--- config.mk ---
export PLATFORM = sky130hd
export DESIGN_NAME = pipe_stage_buf_flat
export DESIGN_NICKNAME = d
export VERILOG_FILES = /design/src/rtl/cpu_pipe_pkg.sv /design/src/rtl/pipe_stage_buf_if.sv /design/src/rtl/sat_counter.sv /design/src/rtl/pipe_stage_buf.sv /design/src/flat_wrapper.sv
export SDC_FILE = /design/constraint.sdc
export NUM_CORES = 1
export LEC_CHECK = 0
export CORE_MARGIN = 4
export CORE_UTILIZATION = 45
export DETAILED_ROUTE_END_ITERATION = 8
export PLACE_DENSITY = 0.71
export REMOVE_ABC_BUFFERS = 1
export SYNTH_ARGS = -nofsm -noshare
export SYNTH_HDL_FRONTEND = slang
export SYNTH_HIERARCHICAL = 1
export SYNTH_SLANG_ARGS = --single-unit
--- constraint.sdc ---
create_clock -name clk -period 2.9 [get_ports clk]
set_clock_uncertainty 0.15 [all_clocks]
set_input_delay 0.29 -clock clk [delete_from_list [all_inputs] [get_ports clk]]
set_output_delay 0.29 -clock clk [all_outputs]
set_load 0.03 [all_outputs]
--- src/rtl/cpu_pipe_pkg.sv ---
// Shared CPU pipeline definitions: payload field widths, per-stage packing
// offsets and default perf-counter width.
package cpu_pipe_pkg;

  localparam int unsigned XLEN        = 32;
  localparam int unsigned REG_ADDR_W  = 5;
  localparam int unsigned STALL_CNT_W = 16;

  // MEM/WB payload: {wb_en, rd, result}
  localparam int unsigned MEMWB_RESULT_LSB = 0;
  localparam int unsigned MEMWB_RD_LSB     = MEMWB_RESULT_LSB + XLEN;
  localparam int unsigned MEMWB_WBEN_LSB   = MEMWB_RD_LSB + REG_ADDR_W;
  localparam int unsigned MEMWB_W          = MEMWB_WBEN_LSB + 1;

  // EX/MEM payload: {ctrl[3:0], rd, store_data, alu_result}
  localparam int unsigned EXMEM_ALU_LSB  = 0;
  localparam int unsigned EXMEM_STD_LSB  = EXMEM_ALU_LSB + XLEN;
  localparam int unsigned EXMEM_RD_LSB   = EXMEM_STD_LSB + XLEN;
  localparam int unsigned EXMEM_CTRL_LSB = EXMEM_RD_LSB + REG_ADDR_W;
  localparam int unsigned EXMEM_W        = EXMEM_CTRL_LSB + 4;

  function automatic logic [MEMWB_W-1:0] pack_memwb(input logic [XLEN-1:0]       result,
                                                    input logic [REG_ADDR_W-1:0] rd,
                                                    input logic                  wb_en);
    return {wb_en, rd, result};
  endfunction

endpackage

--- src/rtl/pipe_stage_buf_if.sv ---
// Valid/ready payload channel between pipeline stages.
interface pipe_stage_buf_if #(
  parameter int unsigned DATA_W = 32
);
  logic              valid;
  logic              ready;
  logic [DATA_W-1:0] data;

  modport master (output valid, output data, input ready);
  modport slave  (input valid, input data, output ready);
endinterface

--- src/rtl/sat_counter.sv ---
// Saturating up-counter with asynchronous active-low reset; sticks at all-ones.
module sat_counter #(
  parameter int unsigned CNT_W = 16
) (
  input  logic             clk,
  input  logic             rst_n,
  input  logic             i_inc,
  output logic [CNT_W-1:0] o_cnt
);

  logic [CNT_W-1:0] r_cnt;

  always_ff @(posedge clk or negedge rst_n) begin
    if (!rst_n) begin
      r_cnt <= '0;
    end else if (i_inc && (r_cnt != {CNT_W{1'b1}})) begin
      r_cnt <= r_cnt + {{(CNT_W-1){1'b0}}, 1'b1};
    end
  end

  assign o_cnt = r_cnt;

endmodule

--- src/rtl/pipe_stage_buf.sv ---
// One-stage pipeline register with valid/ready on both sides, a skid entry for
// full throughput under backpressure, flush/hold control and a stall counter.
module pipe_stage_buf
  import cpu_pipe_pkg::*;
#(
  parameter int unsigned DATA_W     = XLEN,
  parameter bit          CLEAR_DATA = 1'b1,
  parameter int unsigned CNT_W      = STALL_CNT_W
) (
  input  logic             clk,
  input  logic             rst_n,
  input  logic             flush_i,
  input  logic             hold_i,
  pipe_stage_buf_if.slave  in_if,
  pipe_stage_buf_if.master out_if,
  output logic [CNT_W-1:0] stall_cnt
);

  logic              r_main_v, r_skid_v;
  logic [DATA_W-1:0] r_main_d, r_skid_d;
  logic              w_main_v_nxt, w_skid_v_nxt;
  logic [DATA_W-1:0] w_main_d_nxt, w_skid_d_nxt;
  logic              w_in_ready, w_out_valid, w_accept, w_emit, w_stall;

  assign w_in_ready  = !r_skid_v && !hold_i && !flush_i;
  assign w_out_valid = r_main_v && !hold_i && !flush_i;
  assign w_accept    = in_if.valid && w_in_ready;
  assign w_emit      = w_out_valid && out_if.ready;

  assign in_if.ready  = w_in_ready;
  assign out_if.valid = w_out_valid;
  assign out_if.data  = r_main_d;

  always_comb begin
    w_main_v_nxt = r_main_v;
    w_skid_v_nxt = r_skid_v;
    w_main_d_nxt = r_main_d;
    w_skid_d_nxt = r_skid_d;
    if (flush_i) begin
      w_main_v_nxt = 1'b0;
      w_skid_v_nxt = 1'b0;
      if (CLEAR_DATA) begin
        w_main_d_nxt = '0;
        w_skid_d_nxt = '0;
      end
    end else if (!hold_i) begin
      if (!r_main_v) begin
        if (w_accept) begin
          w_main_v_nxt = 1'b1;
          w_main_d_nxt = in_if.data;
        end
      end else if (w_emit) begin
        // Skid drains first so older data never gets overtaken.
        if (r_skid_v) begin
          w_main_d_nxt = r_skid_d;
          w_skid_v_nxt = 1'b0;
        end else if (w_accept) begin
          w_main_d_nxt = in_if.data;
        end else begin
          w_main_v_nxt = 1'b0;
        end
      end else if (w_accept) begin
        w_skid_v_nxt = 1'b1;
        w_skid_d_nxt = in_if.data;
      end
    end
  end

  always_ff @(posedge clk or negedge rst_n) begin
    if (!rst_n) begin
      r_main_v <= 1'b0;
      r_skid_v <= 1'b0;
    end else begin
      r_main_v <= w_main_v_nxt;
      r_skid_v <= w_skid_v_nxt;
    end
  end

  if (CLEAR_DATA) begin : g_data_rst
    always_ff @(posedge clk or negedge rst_n) begin
      if (!rst_n) begin
        r_main_d <= '0;
        r_skid_d <= '0;
      end else begin
        r_main_d <= w_main_d_nxt;
        r_skid_d <= w_skid_d_nxt;
      end
    end
  end else begin : g_data_norst
    always_ff @(posedge clk) begin
      r_main_d <= w_main_d_nxt;
      r_skid_d <= w_skid_d_nxt;
    end
  end

  assign w_stall = (r_main_v && !out_if.ready && !flush_i) || hold_i;

  sat_counter #(
    .CNT_W (CNT_W)
  ) u_stall_cnt (
    .clk   (clk),
    .rst_n (rst_n),
    .i_inc (w_stall),
    .o_cnt (stall_cnt)
  );

endmodule

--- src/flat_wrapper.sv ---
// flat-port wrapper written by rule: the top's interface ports become plain ports
module pipe_stage_buf_flat import cpu_pipe_pkg::*;
#(
  parameter int unsigned DATA_W     = XLEN,
  parameter bit          CLEAR_DATA = 1'b1,
  parameter int unsigned CNT_W      = STALL_CNT_W
)
  (clk, rst_n, flush_i, hold_i, stall_cnt, in_if_valid, in_if_data, in_if_ready, out_if_valid, out_if_data, out_if_ready);
  pipe_stage_buf_if #(.DATA_W(DATA_W)) in_if_i ();
  pipe_stage_buf_if #(.DATA_W(DATA_W)) out_if_i ();
  input  logic clk;
  input  logic rst_n;
  input  logic flush_i;
  input  logic hold_i;
  output logic [CNT_W-1:0] stall_cnt;
  input wire logic [$bits(in_if_i.valid)-1:0] in_if_valid;
  input wire logic [$bits(in_if_i.data)-1:0] in_if_data;
  output wire logic [$bits(in_if_i.ready)-1:0] in_if_ready;
  output wire logic [$bits(out_if_i.valid)-1:0] out_if_valid;
  output wire logic [$bits(out_if_i.data)-1:0] out_if_data;
  input wire logic [$bits(out_if_i.ready)-1:0] out_if_ready;
  assign in_if_i.valid = in_if_valid;
  assign in_if_i.data = in_if_data;
  assign in_if_ready = in_if_i.ready;
  assign out_if_valid = out_if_i.valid;
  assign out_if_data = out_if_i.data;
  assign out_if_i.ready = out_if_ready;
  pipe_stage_buf #(.DATA_W(DATA_W), .CLEAR_DATA(CLEAR_DATA), .CNT_W(CNT_W)) u_core (.clk(clk), .rst_n(rst_n), .flush_i(flush_i), .hold_i(hold_i), .in_if(in_if_i), .out_if(out_if_i), .stall_cnt(stall_cnt));
endmodule
# After elaboration in Yosys (flattened, before gate mapping)
# Cells that the tools add are included.
dict set report op_classes {
  n_reduce_logical 20
  mux 22
  add_sub_neg 1
  n_eq_ne 4
}
# cell count
set op_table {}
lappend op_table {{32-bit 2-to-1 mux} 11}
lappend op_table {{16-bit by 1-bit adder with 16-bit output, second input constant} 1}
lappend op_table {{16-bit inequality test, second input constant} 1}
lappend op_table {{1-bit 2-to-1 mux} 11}
lappend op_table {{1-bit logical AND} 9}
lappend op_table {{1-bit logical NOT} 4}
lappend op_table {{2-bit inequality test, second input constant} 2}
lappend op_table {{4-bit AND reduction} 1}
lappend op_table {{2-bit nonzero test} 2}
lappend op_table {{3-bit inequality test, second input constant} 1}
lappend op_table {{3-bit AND reduction} 1}
lappend op_table {{3-bit nonzero test} 1}
lappend op_table {{2-bit AND reduction} 1}
lappend op_table {{1-bit logical OR} 1}
dict set report totals {
  regBits 82
  elab_cells 52
}

# Longest topological paths before layout
# Gate-level depths: netlist (run 1).
dict set report depth {
  word_depth 10
  depth_mapped 8
  mapped_depth_nobuf 6
}

# By module
# Netlist (run 1), hierarchy kept.
# module n_inst seq_area_each_um2 area_each_um2 cells_each
set modules_own_cells {}
lappend modules_own_cells {pipe_stage_buf 1 1651.6 3603.5 382}
lappend modules_own_cells {sat_counter 1 400.4 884.6 77}

# Worst setup path after synthesis (run 1)
# Ideal clock, no wire load.
dict set report synth_path {
  path_type {register -> register}
  from {register u_core.r_main_v}
  to {register u_core.u_stall_cnt.r_cnt[15] (netlist: u_core/u_stall_cnt/o_cnt[15])}
  path_slack_ns 0.845
  path_buffers 0
  t_arrival_ns 1.780
  path_stages_with_launch 7
  setup_ns 0.125
  path_cell_list {dfrtp_1 nand2b_1 o21ai_0 nand4_1 nor4_4 nand3_2 mux2_4}
}
dict set report synth_between {
  elab_chain_len 4
}
# element line_no
set synth_rtl {}
lappend synth_rtl {{start, declared} pipe_stage_buf.sv:19} ;# logic r_main_v, r_skid_v;
lappend synth_rtl {{start signal, assigned} pipe_stage_buf.sv:74} ;# r_main_v <= w_main_v_nxt;
lappend synth_rtl {{1-bit logical AND (2 in series)} pipe_stage_buf.sv:96} ;# assign w_stall = (r_main_v && !out_if.ready && !flush_i) || hold_i;
lappend synth_rtl {{1-bit logical OR} pipe_stage_buf.sv:96}
lappend synth_rtl {{named net u_core.w_stall} pipe_stage_buf.sv:23} ;# logic w_in_ready, w_out_valid, w_accept, w_emit, w_stall;
lappend synth_rtl {{1-bit logical AND} sat_counter.sv:16} ;# end else if (i_inc && (r_cnt != {CNT_W{1'b1}})) begin
lappend synth_rtl {{end signal, assigned} sat_counter.sv:17} ;# r_cnt <= r_cnt + {{(CNT_W-1){1'b0}}, 1'b1};
lappend synth_rtl {{end, declared} sat_counter.sv:11} ;# logic [CNT_W-1:0] r_cnt;
# The timed path passes the listed nets, and every way through them passes these cells.
# A chain may end at the register's enable or synchronous reset.

# Worst setup path after layout (run 1)
dict set report layout_path {
  from {input port flush_i}
  to {output port out_if_valid}
}
dict set report layout_between {
  elab_chain_len 2
}
# element line_no
set layout_rtl {}
lappend layout_rtl {{start, declared} flat_wrapper.sv:13} ;# input logic flush_i;
lappend layout_rtl {{1-bit logical NOT} pipe_stage_buf.sv:26} ;# assign w_out_valid = r_main_v && !hold_i && !flush_i;
lappend layout_rtl {{1-bit logical AND} pipe_stage_buf.sv:26}
lappend layout_rtl {{end, declared} flat_wrapper.sv:19} ;# output wire logic [$bits(out_if_i.valid)-1:0] out_if_valid;
# Every way passes these cells.

==> results.rst, run 1 <==
.. list-table::
   :header-rows: 1

   * - Metric
     - Value
   * - Outcome
     - complete, no violations
   * - Setup slack of the most critical reg-to-reg path
     - 0.78 ns
   * - Primary FF master, synth
     - sky130_fd_sc_hd__dfrtp_1
   * - Die ar.
     - 11600 µm²
   * - Wire length on met3
     - 817 µm
   * - Slowest stage delay, CP
     - 0.67 ns
   * - Worst-case reg-to-reg path depth
     - 7
   * - Mean instance size in the synthesized netlist
     - 9.78 µm²
   * - Maximum number of pins on one net before global-route repair
     - 63
   * - Net total in the final layout
     - 572
   * - Worst r2r src
     - u_core/r_main_v
   * - Critical Setup Path Class
     - in -> out
   * - Async S/R FF share, synth
     - 1.00
   * - Cell type with the highest aggregate area in the netlist
     - sky130_fd_sc_hd__dfrtp_1
   * - Synth warn
     - 6
   * - Core region area
     - 9730 µm²
   * - Register bit count reported by yosys
     - 82
   * - Largest driver fanout on the critical path
     - 15
   * - TritonCTS buffer count
     - 9
   * - Number of global-route vias before repair
     - 4005
   * - GRT Overall Usage
     - 0.213
   * - Portion of the post-synthesis area used by sequential elements
     - 0.457
   * - Commonest cells in the synthesized netlist
     - 82 x sky130_fd_sc_hd__dfrtp_1, 69 x sky130_fd_sc_hd__nand2_1, 62 x sky130_fd_sc_hd__o21ai_0
   * - Die height
     - 108 µm
   * - Delay-heaviest family, CP
     - buffers and inverters
   * - Cells taking the most area after synthesis
     - sky130_fd_sc_hd__dfrtp_1 46%, sky130_fd_sc_hd__o2111ai_2 10%, sky130_fd_sc_hd__o21ai_0 6.9%
   * - Met1 wire length
     - 5440 µm
   * - Element type at the critical path start
     - input port
   * - Metal2 WL
     - 5650 µm
   * - Highest routed layer
     - met4
   * - Chip Width
     - 108 µm
   * - Max capacitance violation total
     - 0
   * - Root Driver
     - sky130_fd_sc_hd__clkbuf_8
   * - Headroom to the max-slew limit
     - 0.470
   * - Arrival time of the worst setup path
     - 1.95 ns
   * - Unrepaired setup endpoints after global routing
     - false
   * - Static leakage
     - 2.08 nW
   * - Post-route clock period utilization
     - 0.824
   * - H-Tree Depth
     - 3
   * - Count of final hold-check violations
     - 0
   * - I/O pins
     - 88
   * - Global-route wire length before repair
     - 20100 µm
   * - Router iterations before antenna repair
     - 4
   * - Pwr Density
     - 496 nW/µm²
   * - DP HPWL
     - 7510 µm
   * - Total grt overflow
     - 0
   * - Dominant cell by count in the synthesized netlist
     - sky130_fd_sc_hd__dfrtp_1
   * - Routability-driven placement congestion ratio
     - 0.851
   * - Clock-pin slew on the worst setup and hold paths
     - 0.10 ns
   * - Cell with the biggest individual delay on the critical path
     - sky130_fd_sc_hd__clkdlybuf4s50_1
   * - Max Slew Vio Count
     - 0
   * - Peak clock frequency supported by timing
     - 418 MHz
   * - Most prevalent standard cell on the critical path
     - sky130_fd_sc_hd__clkdlybuf4s50_1
   * - Fraction of layout cells with a size suffix above 1
     - 0.143
   * - Post-synth design cell area
     - 4490 µm²
   * - Insertion delay to the later sink of the worst-skew pair
     - 0.34 ns
   * - Share of the synthesized area in the top cell type
     - 0.457
   * - Data required time of the worst path
     - 2.46 ns
   * - Ordered list of cells on the worst path
     - clkdlybuf4s50_1, buf_4, nor2_1, and2_1, clkdlybuf4s50_1
   * - Cells after synthesis
     - 459
   * - Via count of the routed design
     - 3904
   * - Routed vias/inst
     - 5.82
   * - Number of buffers between clock root and the deepest sink
     - 2
   * - Wirelength per Cell
     - 17.9 µm
   * - CTS tree
     - built
   * - Count of cell types in the netlist
     - 45
   * - Number of buffers and inverters on the critical path
     - 3
   * - Detailed-route DRC error count
     - 0
   * - DRT Wirelength
     - 12000 µm
   * - Crit end category
     - output port
   * - Row Count
     - 36
   * - Post-synthesis to final-layout area growth
     - 27.1%
   * - Initial core utilization
     - 0.461
   * - Sink count of the clock tree
     - 82
   * - Number of antenna violations at the first check in global routing
     - 0
   * - Count of buffers from port buffering
     - 87
   * - Peak VDD IR
     - 0.000572 V
   * - Tightest Hold Check Type
     - in -> async
   * - Worst Tran Pin Value
     - 0.795 ns
   * - Detailed Route Iter0 Violations
     - 240
   * - Pwr Total
     - 2.83 mW
   * - Finish-stage setup viols
     - 0
   * - ANT cells
     - 0
   * - Count of flip-flops with a built-in enable after synthesis
     - 0
   * - Destination of the worst register-to-register timing path
     - u_core/u_stall_cnt/o_cnt[10]
   * - Remaining number of nets flagged by the antenna check after routing
     - 0
   * - Post-route worst hold slack
     - 0.337 ns
   * - Tmin final
     - 2.39 ns
==> logic make-up (layout without fill, tap and decap cells) <==
logic type	after synthesis	in the layout	share of synthesized area
AO/OA/AOI/OAI	178	178	0.295
XOR/XNOR	7	7	0.0137
adder cells (fa/ha/maj)	1	1	0.00279
buffers and inverters	40	119	0.0424
flip-flops	82	82	0.457
multiplexers	2	2	0.00669
AND/OR/NAND/NOR	149	149	0.182
==> placed cells by master, fill, tap and decap left out, drive strengths merged, types with 2 or more instances in the layout <==
cell type | Yosys | routed
nand3 | 10 | 10
nor3 | 3 | 3
xor2 | 2 | 2
clkbuf | 27 | 11
o211ai | 31 | 31
inv | 1 | 2
nor4 | 2 | 2
nand2 | 69 | 69
and3 | 3 | 3
a41oi | 2 | 2
o21a | 3 | 3
clkdlybuf4s50 | 0 | 85
o2111ai | 31 | 31
dfrtp | 82 | 82
clkinvlp | 0 | 2
nor2b | 2 | 2
nand4 | 10 | 10
a31oi | 3 | 3
o21ai | 65 | 65
a21oi | 38 | 38
buf | 12 | 16
mux2 | 2 | 2
nand2b | 34 | 34
nor2 | 9 | 9
xnor2 | 5 | 5
and4 | 2 | 2
and2 | 2 | 2
==> worst max-delay path by stage <==
| stage | startpoint | endpoint | slack (ns) | cells past startpoint |
|---|---|---|---|---|
| 6_report | flush_i | out_if_valid | 0.51 | 5 |
| 5_1_grt | flush_i | out_if_valid | 0.44 | 5 |
| 4_1_cts | flush_i | out_if_valid | 0.51 | 5 |
| 3_5_place_dp | hold_i | u_core/u_stall_cnt/o_cnt[10] | 0.38 | 8 |
| 3_3_place_gp | hold_i | u_core/u_stall_cnt/o_cnt[15] | 0.45 | 8 |
| 2_1_floorplan | u_core/r_main_v | u_core/out_if.data[0] | -0.60 | 4 |
==> per-stage QoR <==
stage | TNS, ns | instances | util | setup WS (ns) | area, µm²
CTS | 0 | 671 | 0.586 | 0.511 | 5710
detailed placement | 0 | 654 | 0.565 | 0.385 | 5500
finish | 0 | 671 | 0.586 | 0.510 | 5710
global placement | 0 | 654 | 0.565 | 0.450 | 5500
floorplan | -18.59 | 420 | - | -0.602 | 4300
global route | 0 | 671 | 0.586 | 0.442 | 5710
==> layout make-up <==
cell class                      instances  area [µm²]
Fill cell                             843        4020
Multi-Input combinational cell        337        2280
Sequential cell                        82        2050
Timing Repair Buffer                  102        1010
Tap cell                              133         166
Clock buffer                           11         131
Clock inverter                          5        62.6
Inverter                                1        3.75
==> state kept, by name, summed over array words and instances (netlist names) <==
name,cells
u_core/out_if.data,32
u_core/r_main_v,1
u_core/r_skid_d,32
u_core/r_skid_v,1
u_core/u_stall_cnt/o_cnt,16
==> power by group <==
part | switching, mW | internal [mW] | total, mW
Combinational | 0.357 | 0.261 | 0.618
Clock | 0.438 | 0.404 | 0.842
Sequential | 0.136 | 1.24 | 1.37
Total | 0.930 | 1.90 | 2.83
==> layer usage <==
metal | vias up | GRT usage
met5 | - | 0
met4 | 0 | 0.0541
met3 | 13 | 0.0426
met2 | 127 | 0.338
met1 | 1923 | 0.300
li1 | 1841 | -
==> repair_timing <==
item | 4_1_cts | 5_1_grt
hold buffers | 1 | 0
setup endpoints to repair | 0 | 0
setup buffers | 0 | 0
resized for setup | 0 | 0
hold endpoints to repair | 50 | 0
No activity file was read; power rests on OpenSTA's default activity.
==> run 2, diff against run 1 <==
--- a/config.mk
+++ b/config.mk
@@ -8,7 +8,7 @@
 export CORE_MARGIN = 4
 export CORE_UTILIZATION = 45
 export DETAILED_ROUTE_END_ITERATION = 8
-export PLACE_DENSITY = 0.71
+export PLACE_DENSITY = 0.74
 export REMOVE_ABC_BUFFERS = 1
 export SYNTH_ARGS = -nofsm -noshare
 export SYNTH_HDL_FRONTEND = slang
==> constraint.sdc (replaced) <==
create_clock -name clk -period 1.99 [get_ports clk]
set_clock_uncertainty 0.15 [all_clocks]
set_input_delay 0.199 -clock clk [delete_from_list [all_inputs] [get_ports clk]]
set_output_delay 0.199 -clock clk [all_outputs]
set_load 0.03 [all_outputs]
==> run 2 against run 1 <==
  * Wire length increased by 3.3%
  * Non-clock buffer count rose by 25
  * Global-route usage rose by 0.80 points
  * Sequential power is 45% higher
  * Via count grew 3.9%
  * First-iteration DRC count rose by 98%
  * Largest power group unchanged
  * Core utilization is 3.1 points higher
  * Largest cell class unchanged
  * Worst hold slack lost 0.21 ns
==> results.rst, run 2 (synthesis results as in run 1) <==
.. list-table::
   :header-rows: 1

   * - Metric
     - Value
   * - Outcome
     - complete, no violations
   * - Max capacitance violation total
     - 0
   * - Finish-stage setup viols
     - 0
   * - Worst r2r src
     - u_core/u_stall_cnt/o_cnt[1]
   * - Pwr Density
     - 721 nW/µm²
   * - Core occupancy in the finished layout
     - 0.617
   * - Critical Setup Path Class
     - in -> reg
   * - Final design area excluding fillers
     - 6000 µm²
   * - Max Slew Vio Count
     - 0
   * - Total grt overflow
     - 0
   * - Peak VDD IR
     - 0.000671 V
   * - Placed inst area
     - 5740 µm²
   * - Static leakage
     - 2.33 nW
   * - Core region area
     - 9730 µm²
   * - DRT Wirelength
     - 12400 µm
   * - Number of antenna violations at the first check in global routing
     - 0
   * - Wirelength per Cell
     - 17.8 µm
   * - Number of global-route vias before repair
     - 4157
   * - Initial core utilization
     - 0.461
   * - Insertion delay to the later sink of the worst-skew pair
     - 0.35 ns
   * - Flip-flop and latch area
     - 2050 µm²
   * - Die height
     - 108 µm
   * - DP HPWL
     - 8210 µm
   * - CTS tree
     - built
   * - GRT Overall Usage
     - 0.221
   * - Clock-pin slew on the worst setup and hold paths
     - 0.09 ns
   * - Post-route worst setup slack
     - 0.0530 ns
   * - Arrival time of the worst setup path
     - 1.99 ns
   * - Largest driver fanout on the critical path
     - 12
   * - H-Tree Depth
     - 3
   * - Fillers
     - 806
   * - Post-synthesis to final-layout area growth
     - 33.8%
   * - Setup slack of the most critical reg-to-reg path
     - 0.13 ns
   * - Detailed-route DRC error count
     - 0
   * - Worst slack at placement
     - -0.298 ns
   * - Element type at the critical path start
     - input port
   * - Peak clock frequency supported by timing
     - 516 MHz
   * - Headroom to the max-slew limit
     - 0.614
   * - Multi-input gate area
     - 2290 µm²
   * - ANT cells
     - 0
   * - Remaining number of nets flagged by the antenna check after routing
     - 0
   * - Chip Width
     - 108 µm
   * - Commonest cells after routing, fill and taps aside
     - 82 x sky130_fd_sc_hd__dfrtp_1, 80 x sky130_fd_sc_hd__clkdlybuf4s50_1, 68 x sky130_fd_sc_hd__nand2_1, 61 x sky130_fd_sc_hd__o21ai_0, 37 x sky130_fd_sc_hd__a21oi_1
   * - Count of buffers from port buffering
     - 87
   * - Data required time of the worst path
     - 2.05 ns
   * - Aggregate negative setup slack
     - 0 ns
   * - Post-route worst hold slack
     - 0.129 ns
   * - Destination of the worst register-to-register timing path
     - u_core/u_stall_cnt/o_cnt[14]
   * - Count of final hold-check violations
     - 0
   * - Maximum number of pins on one net before global-route repair
     - 63
   * - Routability-driven placement congestion ratio
     - 0.825
   * - Row Count
     - 36
   * - Tmin final
     - 1.94 ns
   * - Crit end category
     - register
   * - Worst-case reg-to-reg path depth
     - 5
   * - Net total in the final layout
     - 597
   * - Root Driver
     - sky130_fd_sc_hd__clkbuf_8
   * - Global-route wire length before repair
     - 20700 µm
   * - Routed vias/inst
     - 5.83
   * - Die ar.
     - 11600 µm²
   * - Router iterations before antenna repair
     - 4
   * - Post-route clock period utilization
     - 0.973
   * - I/O pins
     - 88
   * - Post-CTS Setup Repair Bufs
     - 0
   * - TritonCTS buffer count
     - 9
   * - Number of buffers between clock root and the deepest sink
     - 2
   * - Fraction of layout cells with a size suffix above 1
     - 0.187
   * - Sink count of the clock tree
     - 82
   * - Worst Tran Pin Value
     - 0.579 ns
   * - Via count of the routed design
     - 4058
   * - Detailed Route Iter0 Violations
     - 475
   * - Tightest Hold Check Type
     - in -> async
   * - Most common cell after layout, fill and taps aside
     - sky130_fd_sc_hd__dfrtp_1
run 2: cell count changes in the layout (fill, tap and decap cells not counted), sizes merged:
cell | previous run | this run
clkdlybuf4s50 | 85 | 80
clkinv | 1 | 2
bufinv | 1 | 2
buf | 16 | 42
clkinvlp | 2 | 0
dlymetal6s2s | 0 | 4
run 2: area by class of cell:
class	count	area share
Clock buffer	11	0.0236
Tap cell	133	0.0277
Multi-Input combinational cell	337	0.381
Inverter	1	0.000625
Clock inverter	5	0.0144
Sequential cell	82	0.342
Timing Repair Buffer	127	0.211
run 2: worst max path at each step:
stage | start | endpoint | slack (ns) | cells past startpoint
after floorplan | u_core/r_main_v | u_core/out_if.data[0] | -1.51 | 4
after global placement | out_if_ready | u_core/u_stall_cnt/o_cnt[15] | -0.32 | 8
after detailed placement | out_if_ready | u_core/u_stall_cnt/o_cnt[14] | -0.30 | 8
after CTS | u_core/u_stall_cnt/o_cnt[8] | stall_cnt[8] | 0.02 | 1
after global routing | u_core/u_stall_cnt/o_cnt[1] | u_core/u_stall_cnt/o_cnt[8] | -0.009 | 6
final | flush_i | u_core/out_if.data[0] | 0.05 | 5
run 2: critical path, stage by stage:
cell and delay (ns):
sky130_fd_sc_hd__clkdlybuf4s50_1 0.52, sky130_fd_sc_hd__or4b_2 0.78, sky130_fd_sc_hd__buf_4 0.25, sky130_fd_sc_hd__o2111ai_2 0.11, sky130_fd_sc_hd__o211ai_1 0.13
run 2: stage by stage:
step | std cells | power, mW
floorplan | 420 | 2.47
CTS | 696 | 4.37
detailed placement | 679 | 2.99
global placement | 679 | 2.97
global route | 696 | 4.54
finish | 696 | 4.33
run 2: layer usage:
layer,up-vias,share of wire,GRT usage
met5,-,0,0
met4,0,0.011,0.0505
met3,11,0.066,0.0558
met2,147,0.49,0.361
met1,2010,0.43,0.297
li1,1890,-,-
run 2: where the power goes:
| part | leakage [nW] | internal (mW) | switching (mW) | total (mW) |
|---|---|---|---|---|
| combinational | 1.11 | 0.427 | 0.550 | 0.977 |
| sequential | 1.10 | 1.80 | 0.184 | 1.99 |
| clock | 0.114 | 0.751 | 0.616 | 1.37 |
run 2: timing repair:
item	4_1_cts	5_1_grt
hold buffers	1	0
endpoints found under the setup margin	0	6
gates resized for setup	0	7
hold endpoints to repair	82	0
